==> config.mk <==
export PLATFORM = sky130hd
export DESIGN_NAME = rstn_synchronizer
export DESIGN_NICKNAME = d
export VERILOG_FILES = /design/src/rtl/rstn_synchronizer.sv
export SDC_FILE = /design/constraint.sdc
export NUM_CORES = 1
export LEC_CHECK = 0
export ABC_AREA = 1
export CAP_MARGIN = 20
export CORE_MARGIN = 1
export CORE_UTILIZATION = 35
export CTS_BUF_LIST = sky130_fd_sc_hd__clkbuf_2 sky130_fd_sc_hd__clkbuf_4 sky130_fd_sc_hd__clkbuf_8
export DETAILED_ROUTE_END_ITERATION = 16
export MAX_ROUTING_LAYER = met4
export SLEW_MARGIN = 20
export SYNTH_ARGS = -nofsm -noshare
export SYNTH_HDL_FRONTEND = slang
export SYNTH_SLANG_ARGS = --single-unit
==> constraint.sdc <==
create_clock -name clk -period 5.8 [get_ports clk]
set_clock_uncertainty 0.15 [all_clocks]
set_input_delay 1.16 -clock clk [delete_from_list [all_inputs] [get_ports clk]]
set_output_delay 1.16 -clock clk [all_outputs]
set_load 0.02 [all_outputs]
==> src/rtl/rstn_synchronizer.sv <==
// rstn_synchronizer: synchronizes, glitch-filters and stretches an async active-low reset
module rstn_synchronizer #(
  parameter int SYNC_STAGES   = 2,
  parameter int FILTER_CYCLES = 1,
  parameter int HOLD_CYCLES   = 16,
  parameter int CNT_W         = 8
) (
  input  logic             clk,
  input  logic             rst,
  input  logic             rstn_in,
  output logic             rstn_out,
  output logic             hold_busy,
  output logic [CNT_W-1:0] rst_events
);
  typedef enum logic [1:0] {ST_RESET, ST_HOLD, ST_RUN} state_t;
  state_t state, next;
  logic [SYNC_STAGES-1:0] s;
  logic [7:0] low_cnt;
  logic [15:0] hold_cnt, hold_nxt;
  logic s_sync, assert_req, hold_done, out_nxt, busy_nxt, ev_inc;
  assign s_sync     = s[SYNC_STAGES-1];
  assign assert_req = !s_sync && ({1'b0, low_cnt} + 9'd1 >= 9'(FILTER_CYCLES));
  assign hold_done  = hold_cnt == 16'(HOLD_CYCLES);
  // synchronizer chain; only s[0] ever samples the asynchronous input
  always_ff @(posedge clk)
    if (rst) s <= '0;
    else s <= {s[SYNC_STAGES-2:0], rstn_in};
  // consecutive synchronized-low cycle counter, saturating at the filter length
  always_ff @(posedge clk)
    if (rst || s_sync) low_cnt <= '0;
    else if (low_cnt < 8'(FILTER_CYCLES)) low_cnt <= low_cnt + 8'd1;
  // state register with registered outputs and counters updated alongside it
  always_ff @(posedge clk)
    if (rst) begin
      state      <= ST_RESET;
      hold_cnt   <= '0;
      rstn_out   <= 1'b0;
      hold_busy  <= 1'b0;
      rst_events <= '0;
    end else begin
      state      <= next;
      hold_cnt   <= hold_nxt;
      rstn_out   <= out_nxt;
      hold_busy  <= busy_nxt;
      rst_events <= rst_events + CNT_W'(ev_inc);
    end
  // next state: any low during HOLD restarts it, RUN only leaves on a filtered request
  always_comb
    next = (state == ST_RESET) ? (s_sync ? ST_HOLD : ST_RESET) :
           (state == ST_HOLD)  ? (!s_sync ? ST_RESET : hold_done ? ST_RUN : ST_HOLD) :
                                 (assert_req ? ST_RESET : ST_RUN);
  // next register values derived from the transition
  always_comb begin
    hold_nxt = (next == ST_HOLD) ? ((state == ST_HOLD) ? hold_cnt + 16'd1 : 16'd1) : 16'd0;
    out_nxt  = next == ST_RUN;
    busy_nxt = next == ST_HOLD;
    ev_inc   = (state == ST_RUN) && assert_req && !(&rst_events);
  end
endmodule

==> results of run 1 <==
-- cells in the final DEF (no fill, tap or decap), types with 4 or more instances in the layout --
cell type         n
nand2_1          39
xor2_1           12
nor2_1           57
nand3_1          14
inv_1            34
a21oi_1           6
clkbuf_8          6
dfxtp_1          38
nand4_1           6
xnor2_1           4
ha_1              7
clkdlybuf4s50_1  12
o21ai_0           6
-- per-stage QoR --
stage	setup WS [ns]	std cells	area (sq um)	utilization (%)
finish	3.120	323	2057	42.98
detailed placement	3.087	315	1962	40.99
global placement	3.163	315	1962	40.99
CTS	3.107	323	2057	42.98
global route	2.798	323	2057	42.98
floorplan	3.505	238	1773	-
-- metal layers --
layer | global-route usage, % | share of wire (%)
met3 | 3.729 | 3.7
met4 | 6.536 | 2.0
met2 | 22.53 | 45
met1 | 17.26 | 49
met5 | - | 0
-- sequential cells by signal, summed over array words and instances (netlist names) --
register,cells
s,2
rstn_out,1
hold_busy,1
rst_events,8
low_cnt,8
hold_cnt,16
state,2
-- power groups by stage --
stage | combinational (uW) | sequential (uW) | clock [uW]
after detailed placement | 60.2 | 286 | 0
after floorplan | 46.2 | 282 | 0
after CTS | 60.3 | 280 | 198
after global placement | 58.9 | 285 | 0
final | 59.1 | 280 | 190
after global routing | 72.1 | 282 | 211
-- cell families (layout without fill, tap and decap cells) --
group           Yosys count  after routing  synth area share, %
fa+ha+maj                 7              7                4.940
buf+inv                  36             54                8.045
flops                    38             38                42.91
simple gates            125            125                31.12
compound gates           16             16                5.082
xor+xnor                 16             16                7.904
-- final timing paths --
| kind | end | depth (start not counted) |
|---|---|---|
| min reg2reg | s[1]$_SDFF_PP0_ | 2 |
| max reg2reg | rst_events[6]$_SDFF_PP0_ | 18 |
| max | rst_events[5] | 1 |
| min | s[1]$_SDFF_PP0_ | 2 |
-- final cells by class --
cell class / count / area, sq um
Multi-Input combinational cell: 164 / 869.6
Sequential cell: 38 / 760.7
Tap cell: 67 / 83.83
Inverter: 34 / 127.6
Clock inverter: 1 / 5.005
Clock buffer: 7 / 90.09
Fill cell: 487 / 2729
Timing Repair Buffer: 12 / 120.1
==> flow_summary.ini, run 1 <==
[run_status]
outcome = completed

[die]
die_w_um = 73.17
ios = 13
rows = 25
die_h_um = 73.17
die_area_sq_um = 5354
start_util_pct = 37.05
core_area_sq_um = 4786

[global_route]
overflow = 0
grt_pass1_wl_um = 5623
grt_start_max_net_pins = 16
antenna_found_initial = 0
grt_pass1_vias = 1274
track_usage_pct = 14.38

[worst_setup_path]
start_kind = flip-flop
r2r_slack_ns = 3.21
critPathLaunch = rst_events[5]$_SDFF_PP0_
crit_family = buffers and inverters
max_stage_delay_ns = 0.64
worstPathCellList = clkdlybuf4s50_1
rr_startpoint = low_cnt[0]$_SDFFE_PP0N_
crit_fanout = 7
worstPathArrival_ns = 1.37
slowest_stage = clkdlybuf4s50_1
crit_buf_inv = 1
critPathKind = flip-flop to primary output
cp-end-kind = primary output
cp.required_ns = 4.49

[sta]
holdWs_ns = 0.2535
drv_slew = 0
final_hold_viol_count = 0
setup_viol = 0
rsz0062_at_grt = no
fin_crit_ns = 2.680
relSlewSlack_pct = 61.94
max_freq_ghz = 0.3731
worst_slew_pin_slew_ns = 0.5691
setup-tns-final_ns = 0
period_share_pct = 46.21

[logic_synthesis]
netlist_instances = 238
yosysMostFrequentCell = nor2_1
synthArstFlopShare_pct = 0
synth_edf_count = 0
synth-seq-cells = 38
synth-seq-area-share_pct = 42.91
synth_common_cells = 57 x nor2_1, 39 x nand2_1, 38 x dfxtp_1
synth_area_leaders = dfxtp_1 43%, nor2_1 12%, nand2_1 8.3%
synth_ff_type = dfxtp_1
ys.warnings.count = 0
syn-num-nets = 248
syn_area_sq_um = 1773
synth_top_area_cell = dfxtp_1
yosysTopAreaCellShare_pct = 42.91
synth_cell_types = 26
avgSynthCellArea_sq_um = 7.449

[clock_tree]
cts_htree_levels = 2
insertion_delay_ns = 0.29
clk_path_buf_depth = 2
cts.clk_slew.worst_paths_ns = 0.07
cts_made_buffers = 5
cts_sinks = 38
cts_resized = 0
cts_tree = done
ctsHoldBuffers = 0
cts_setup_buffers = 0
cts_root_buffer = clkbuf_8

[flow_run]
drv_cap = 0

[routing]
drt-initial-drc-count = 35
drc = 0
dr_total_vias = 1412
antenna_left = 0
drt-vias-per-instance = 4.372
firstDrtPassIters = 4
wire_per_inst_um = 9.920
wl_um = 3204

[power]
power_switching_uw = 137.7
pwr-share-comb_pct = 11.2
p_leak_uw = 0.0007812
power.density_nw_per_um2 = 257.1
p_sw_share_pct = 26.03
worst_ir_drop_vdd_v = 0.0001590
intPower_uw = 391.2
fin_total_pwr_uw = 528.9
p_clk_share_pct = 36.0
seqPwrFrac_pct = 52.9

[final_layout]
drive_gt1_share_pct = 5.469
antenna-diode-count = 0
area_growth_pct = 16.02
num-nets-final = 265

[hold_path]
min_path_type = flip-flop to flip-flop
worstHoldStart = s[0]$_SDFF_PP0_

[place]
gp_congestion = 0.8127
dp_hpwl_um = 2356
numPortBuffers = 12
Power figures use the tool's default switching activity.
==> run 2: changes to the inputs <==
Clock period 5.8 ns to 2.15 ns, I/O delays scaled along.
==> run 2 against run 1 <==
Against the previous run: the run now ends with setup timing left; clock power rose to 4.0 times the previous value; critical path depth up 17; global-route usage up 0.76 points; sequential cell count unchanged; die area unchanged; final area up 15%; combinational power rose to 5.7 times the previous value; routed wire length up 10%; final cell count up 6.2%; via count up 9.3%; sequential power rose to 2.8 times the previous value.
==> flow_summary.ini, run 2 (synthesized netlist as in run 1, its figures left out) <==
[run_status]
outcome = complete, but fails checks
violations = setup timing

[worst_setup_path]
rr_startpoint = low_cnt[0]$_SDFFE_PP0N_
critPathLaunch = low_cnt[0]$_SDFFE_PP0N_
crit_fanout = 4
worstPathArrival_ns = 2.35
r2r_slack_ns = -0.16
worstReg2RegEnd = rst_events[6]$_SDFF_PP0_
start_kind = flip-flop
cp.required_ns = 2.19
critPathKind = flip-flop to flip-flop
cp-end-kind = flip-flop
reg2reg_depth = 18

[routing]
wire_per_inst_um = 10.27
wl_um = 3524
antenna_left = 0
drc = 0
drt-initial-drc-count = 67
drt-vias-per-instance = 4.499
dr_total_vias = 1543
firstDrtPassIters = 4

[die]
start_util_pct = 37.05
rows = 25
ios = 13
die_area_sq_um = 5354
core_area_sq_um = 4786
die_h_um = 73.17
die_w_um = 73.17

[final_layout]
utilization_pct = 49.52
num-nets-final = 285
multi_input_comb_area_sq_um = 968.4
drive_gt1_share_pct = 20.65
top_regs = hold_cnt x16, low_cnt x8, rst_events x8
fillers = 454
area_growth_pct = 33.66
seq_area_sq_um = 768.2
final_common_cell = nor2_1
antenna-diode-count = 0
largest_reg_flops = 16
most-common-layout-cells = 52 x nor2_1, 36 x nand2_1, 36 x dfxtp_1
regMostFlops = hold_cnt

[sta]
fin_crit_ns = 2.313
max_freq_ghz = 0.4323
rsz0062_at_grt = yes
drv_slew = 0
setup_viol = 5
final_hold_viol_count = 0
fin_ws_ns = -0.1633
worst_slew_pin_slew_ns = 0.3378
relSlewSlack_pct = 77.24
setup-tns-final_ns = -0.5037
period_share_pct = 107.6

[clock_tree]
cts.clk_slew.worst_paths_ns = 0.08
clk_path_buf_depth = 2
cts_htree_levels = 2
insertion_delay_ns = 0.30
cts_tree = done
cts_sinks = 38
cts_root_buffer = clkbuf_8
cts_made_buffers = 5
ctsHoldBuffers = 0

[hold_path]
hold_path_depth = 2
min_to = s[1]$_SDFF_PP0_
worstHoldStart = s[0]$_SDFF_PP0_
min_path_type = flip-flop to flip-flop

[global_route]
grt_pass1_wl_um = 6009
overflow = 0
antenna_found_initial = 0
track_usage_pct = 15.14
grt_pass1_vias = 1470
grt_start_max_net_pins = 16

[power]
power.density_nw_per_um2 = 787.8
worst_ir_drop_vdd_v = 0.0004997
p_leak_uw = 0.0009307

[place]
dp_hpwl_um = 2438
gp_congestion = 0.8388
numPortBuffers = 12
dpl_worst_slack_ns = -0.1581

[flow_run]
drv_cap = 0
[run 2: cell count changes in the layout (fill, tap and decap cells not counted), moves of 4 or more]
cell    change
inv_1       -4
nor2_1      -5
ha_1        -4
nor2_2      +4
buf_4      +19
[run 2: layout make-up]
class                      instances  share of cell area [%]
sequential                        38                   32.42
multi-input combinational        164                   40.87
clock inverter                     2                   2.534
clock buffer                       6                   3.485
tap                               67                   3.537
timing repair buffer              32                   11.56
inverter                          34                   5.597
[run 2: report_power, final]
part / leakage, uW / internal, uW / switching, uW / total, uW
clock: 0.0000714 / 495 / 266 / 762
sequential: 0.000308 / 736 / 35.6 / 772
combinational: 0.000551 / 175 / 159 / 334
[run 2: worst max-delay path: stages, from the launching register on]
cell     delay (ns)
dfxtp_4        0.39
inv_4          0.04
ha_4           0.22
inv_2          0.06
nand2_2        0.05
nor2_2         0.09
nand2_1        0.06
nor2_1         0.09
nand2_1        0.06
nor2_1         0.08
nand2_1        0.07
nand2_1        0.09
nor2_1         0.05
ha_2           0.21
ha_4           0.17
nand2_4        0.07
nor2_4         0.04
a31oi_2        0.15
nor3b_2        0.06
[run 2: how the worst max path moves through the flow]
stage | end | slack, ns | cells past startpoint
after floorplan | rst_events[6]$_SDFF_PP0_ | -0.02 | 18
after global placement | rst_events[4]$_SDFF_PP0_ | -0.13 | 18
after detailed placement | rst_events[6]$_SDFF_PP0_ | -0.16 | 18
after CTS | rstn_out$_SDFF_PP0_ | -0.14 | 17
after global routing | rst_events[6]$_SDFF_PP0_ | -0.32 | 17
final | rst_events[6]$_SDFF_PP0_ | -0.16 | 18
[run 2: per-stage QoR]
step	hold WS, ns	power (uW)	std cells	instance area, sq um
6_report	0.2554	1867	343	2370
5_1_grt	0.2851	1954	343	2370
4_1_cts	0.2581	1864	347	2345
3_5_place_dp	0.2467	992.7	331	2110
3_3_place_gp	0.2402	990.8	331	2110
2_1_floorplan	0.2383	891.6	238	1800
[run 2: timing repair]
item	CTS	global route
gates resized for setup	9	17
setup buffers	8	0
pin swaps	5	6
endpoints found under the setup margin	6	10
[run 2: per-layer routing]
layer,vias to the layer above,global-route usage (%),routed length (um)
met3,8,4.696,146
met2,28,23.56,1596
met1,691,18.04,1707
met4,0,6.318,74
met5,-,-,0
li1,816,-,-
==> edit: new RTL, config.mk and constraints of run 2 <==
Make the reset (`rst`) asynchronous in 2 clocked blocks.
--- a/src/rtl/rstn_synchronizer.sv
+++ b/src/rtl/rstn_synchronizer.sv
@@ -22,7 +22,7 @@
   assign assert_req = !s_sync && ({1'b0, low_cnt} + 9'd1 >= 9'(FILTER_CYCLES));
   assign hold_done  = hold_cnt == 16'(HOLD_CYCLES);
   // synchronizer chain; only s[0] ever samples the asynchronous input
-  always_ff @(posedge clk)
+  always_ff @(posedge clk or posedge rst)
     if (rst) s <= '0;
     else s <= {s[SYNC_STAGES-2:0], rstn_in};
   // consecutive synchronized-low cycle counter, saturating at the filter length
@@ -30,7 +30,7 @@
     if (rst || s_sync) low_cnt <= '0;
     else if (low_cnt < 8'(FILTER_CYCLES)) low_cnt <= low_cnt + 8'd1;
   // state register with registered outputs and counters updated alongside it
-  always_ff @(posedge clk)
+  always_ff @(posedge clk or posedge rst)
     if (rst) begin
       state      <= ST_RESET;
       hold_cnt   <= '0;
Formal check against the unedited RTL: differs if rst is asserted again (counterexample within 4 cycles, from zero or initial values and one cycle with rst high); with rst held inactive, the same outputs for 10 cycles.
==> edit against run 2 <==
Non-clock buffer count fell by 19. Core utilization is 6.0 points lower. Count of clock-buffer cells in the layout increased by 1. First-iteration DRC count fell by 54%. Area after synthesis is 8.3% higher. Die area is 8.0% higher. Routed wire length fell by 2.6%. Sequential cell count did not move. Worst setup slack gained 0.31 ns. Cell area decreased by 4.3%. Critical path type unchanged.
Power is not compared: it rests on default switching activity, and its combinational part moved more than twofold at a synthesized area within 25%.
==> edit: results (changes against run 2) <==
| Metric | Value |
|---|---|
| Status | `complete, no violations` |
| DR vias/cell | `4.36 (-3.1%)` |
| WP data arrival | `2.07 ns (-0.28 ns)` |
| Clk buf depth | `2 (unchanged)` |
| Max transition margin | `74.3% (-3.0 points)` |
| Yosys cell types | `20 (-23%)` |
| Synth top cells by count | `nand2_1 (38), inv_1 (32), nor2_1 (32)` |
| Avg Synthesized Cell Area | `8.42 um^2 (+13%)` |
| First-pass GRT wire length | `6.05 mm (+0.70%)` |
| Post-detail-place hpwl | `2.47 mm (+1.4%)` |
| CP top delay family | `adder cells` |
| M3 GR Usage | `3.59% (-1.1 points)` |
| Largest net degree at the start of global routing | `31 (+15)` |
| Post-CTS Resized | `0 (-9)` |
| Layout Nets | `257 (-9.8%)` |
| Placed Area | `2120 um^2 (+0.65%)` |
| Post-Synth XOR/XNOR Area | `6.39% (-1.5 points)` |
| Post-CTS Setup Repair Bufs | `0 (-8)` |
| Vias in the first global route | `1416 (-3.7%)` |
| GPL Wtd Cong | `0.770 (-8.2%)` |
| Slowest cell delay on critical path | `0.36 ns (-0.03 ns)` |
| Total wire length | `3.43 mm (-2.6%)` |
| Skew-Pair Late Insertion Delay | `about 0.29 ns` |
| Synth Area in Compound Gates | `1.83% (-3.3 points)` |
| Share of layout cells above drive strength 1 | `19.0% (-1.7 points)` |
| Main synth FF type | `dfrtp_1` |
| M1 WL | `1.70 mm (-0.23%)` |
| Global-route usage over all layers | `13.6% (-1.5 points)` |
| Met1 usage | `16.7% (-1.4 points)` |
| WL met3 | `93 um (-36%)` |
| DP Worst Slack | `0.0754 ns (+0.233 ns)` |
| CTS Root Cell | `clkbuf_8` |
| Final Util | `43.6% (-6.0 points)` |
| Initial DRC Count | `31 (-54%)` |
| Wire per inst | `10.8 um (+5.0%)` |
| DR pass1 iterations | `4 (unchanged)` |
| Synth top area cells | `dfrtp_1 (39%), dfxtp_1 (8.3%), nand2_1 (7.4%)` |
| Crit path max-delay cell type | `dfxtp_2` |
| Adder-Cell Fraction of Synth Area | `4.56% (-0.38 points)` |
| Seq/Total Area, Yosys | `47.5% (+4.6 points)` |
| Net Count, Synth | `238 (-4.0%)` |
[edit: power by group through the flow]
stage	sequential, W	clock, W	combinational [W]
2_1_floorplan	0.000742	0	0.0000491
3_3_place_gp	0.000742	0	0.0000670
3_5_place_dp	0.000742	0	0.0000683
4_1_cts	0.000727	0.000659	0.0000686
5_1_grt	0.000729	0.000691	0.0000785
6_report	0.000728	0.000638	0.0000683
[edit: path summary, 6_finish.rpt]
kind	slack (ns)	endpoint	cells past startpoint	from
max	0.14	rst_events[4]	10	low_cnt[0]
min reg2reg	0.20	s[1]	0	s[0]
max in group asynchronous	1.13	rstn_out	3	rst
max reg2reg	0.14	rst_events[4]	10	low_cnt[0]
min in group asynchronous	0.44	rst_events[7]	3	rst
min	0.20	s[1]	0	s[0]
[edit: area by class of cell]
cell class              instances  share of cell area [%]
repair buffers                 13                    5.63
inverters                      35                    5.79
clock buffers                   7                    3.97
multi-input cells             154                    39.1
well taps                      70                    3.86
clock inverters                 1                    1.32
flip-flops and latches         38                    40.3
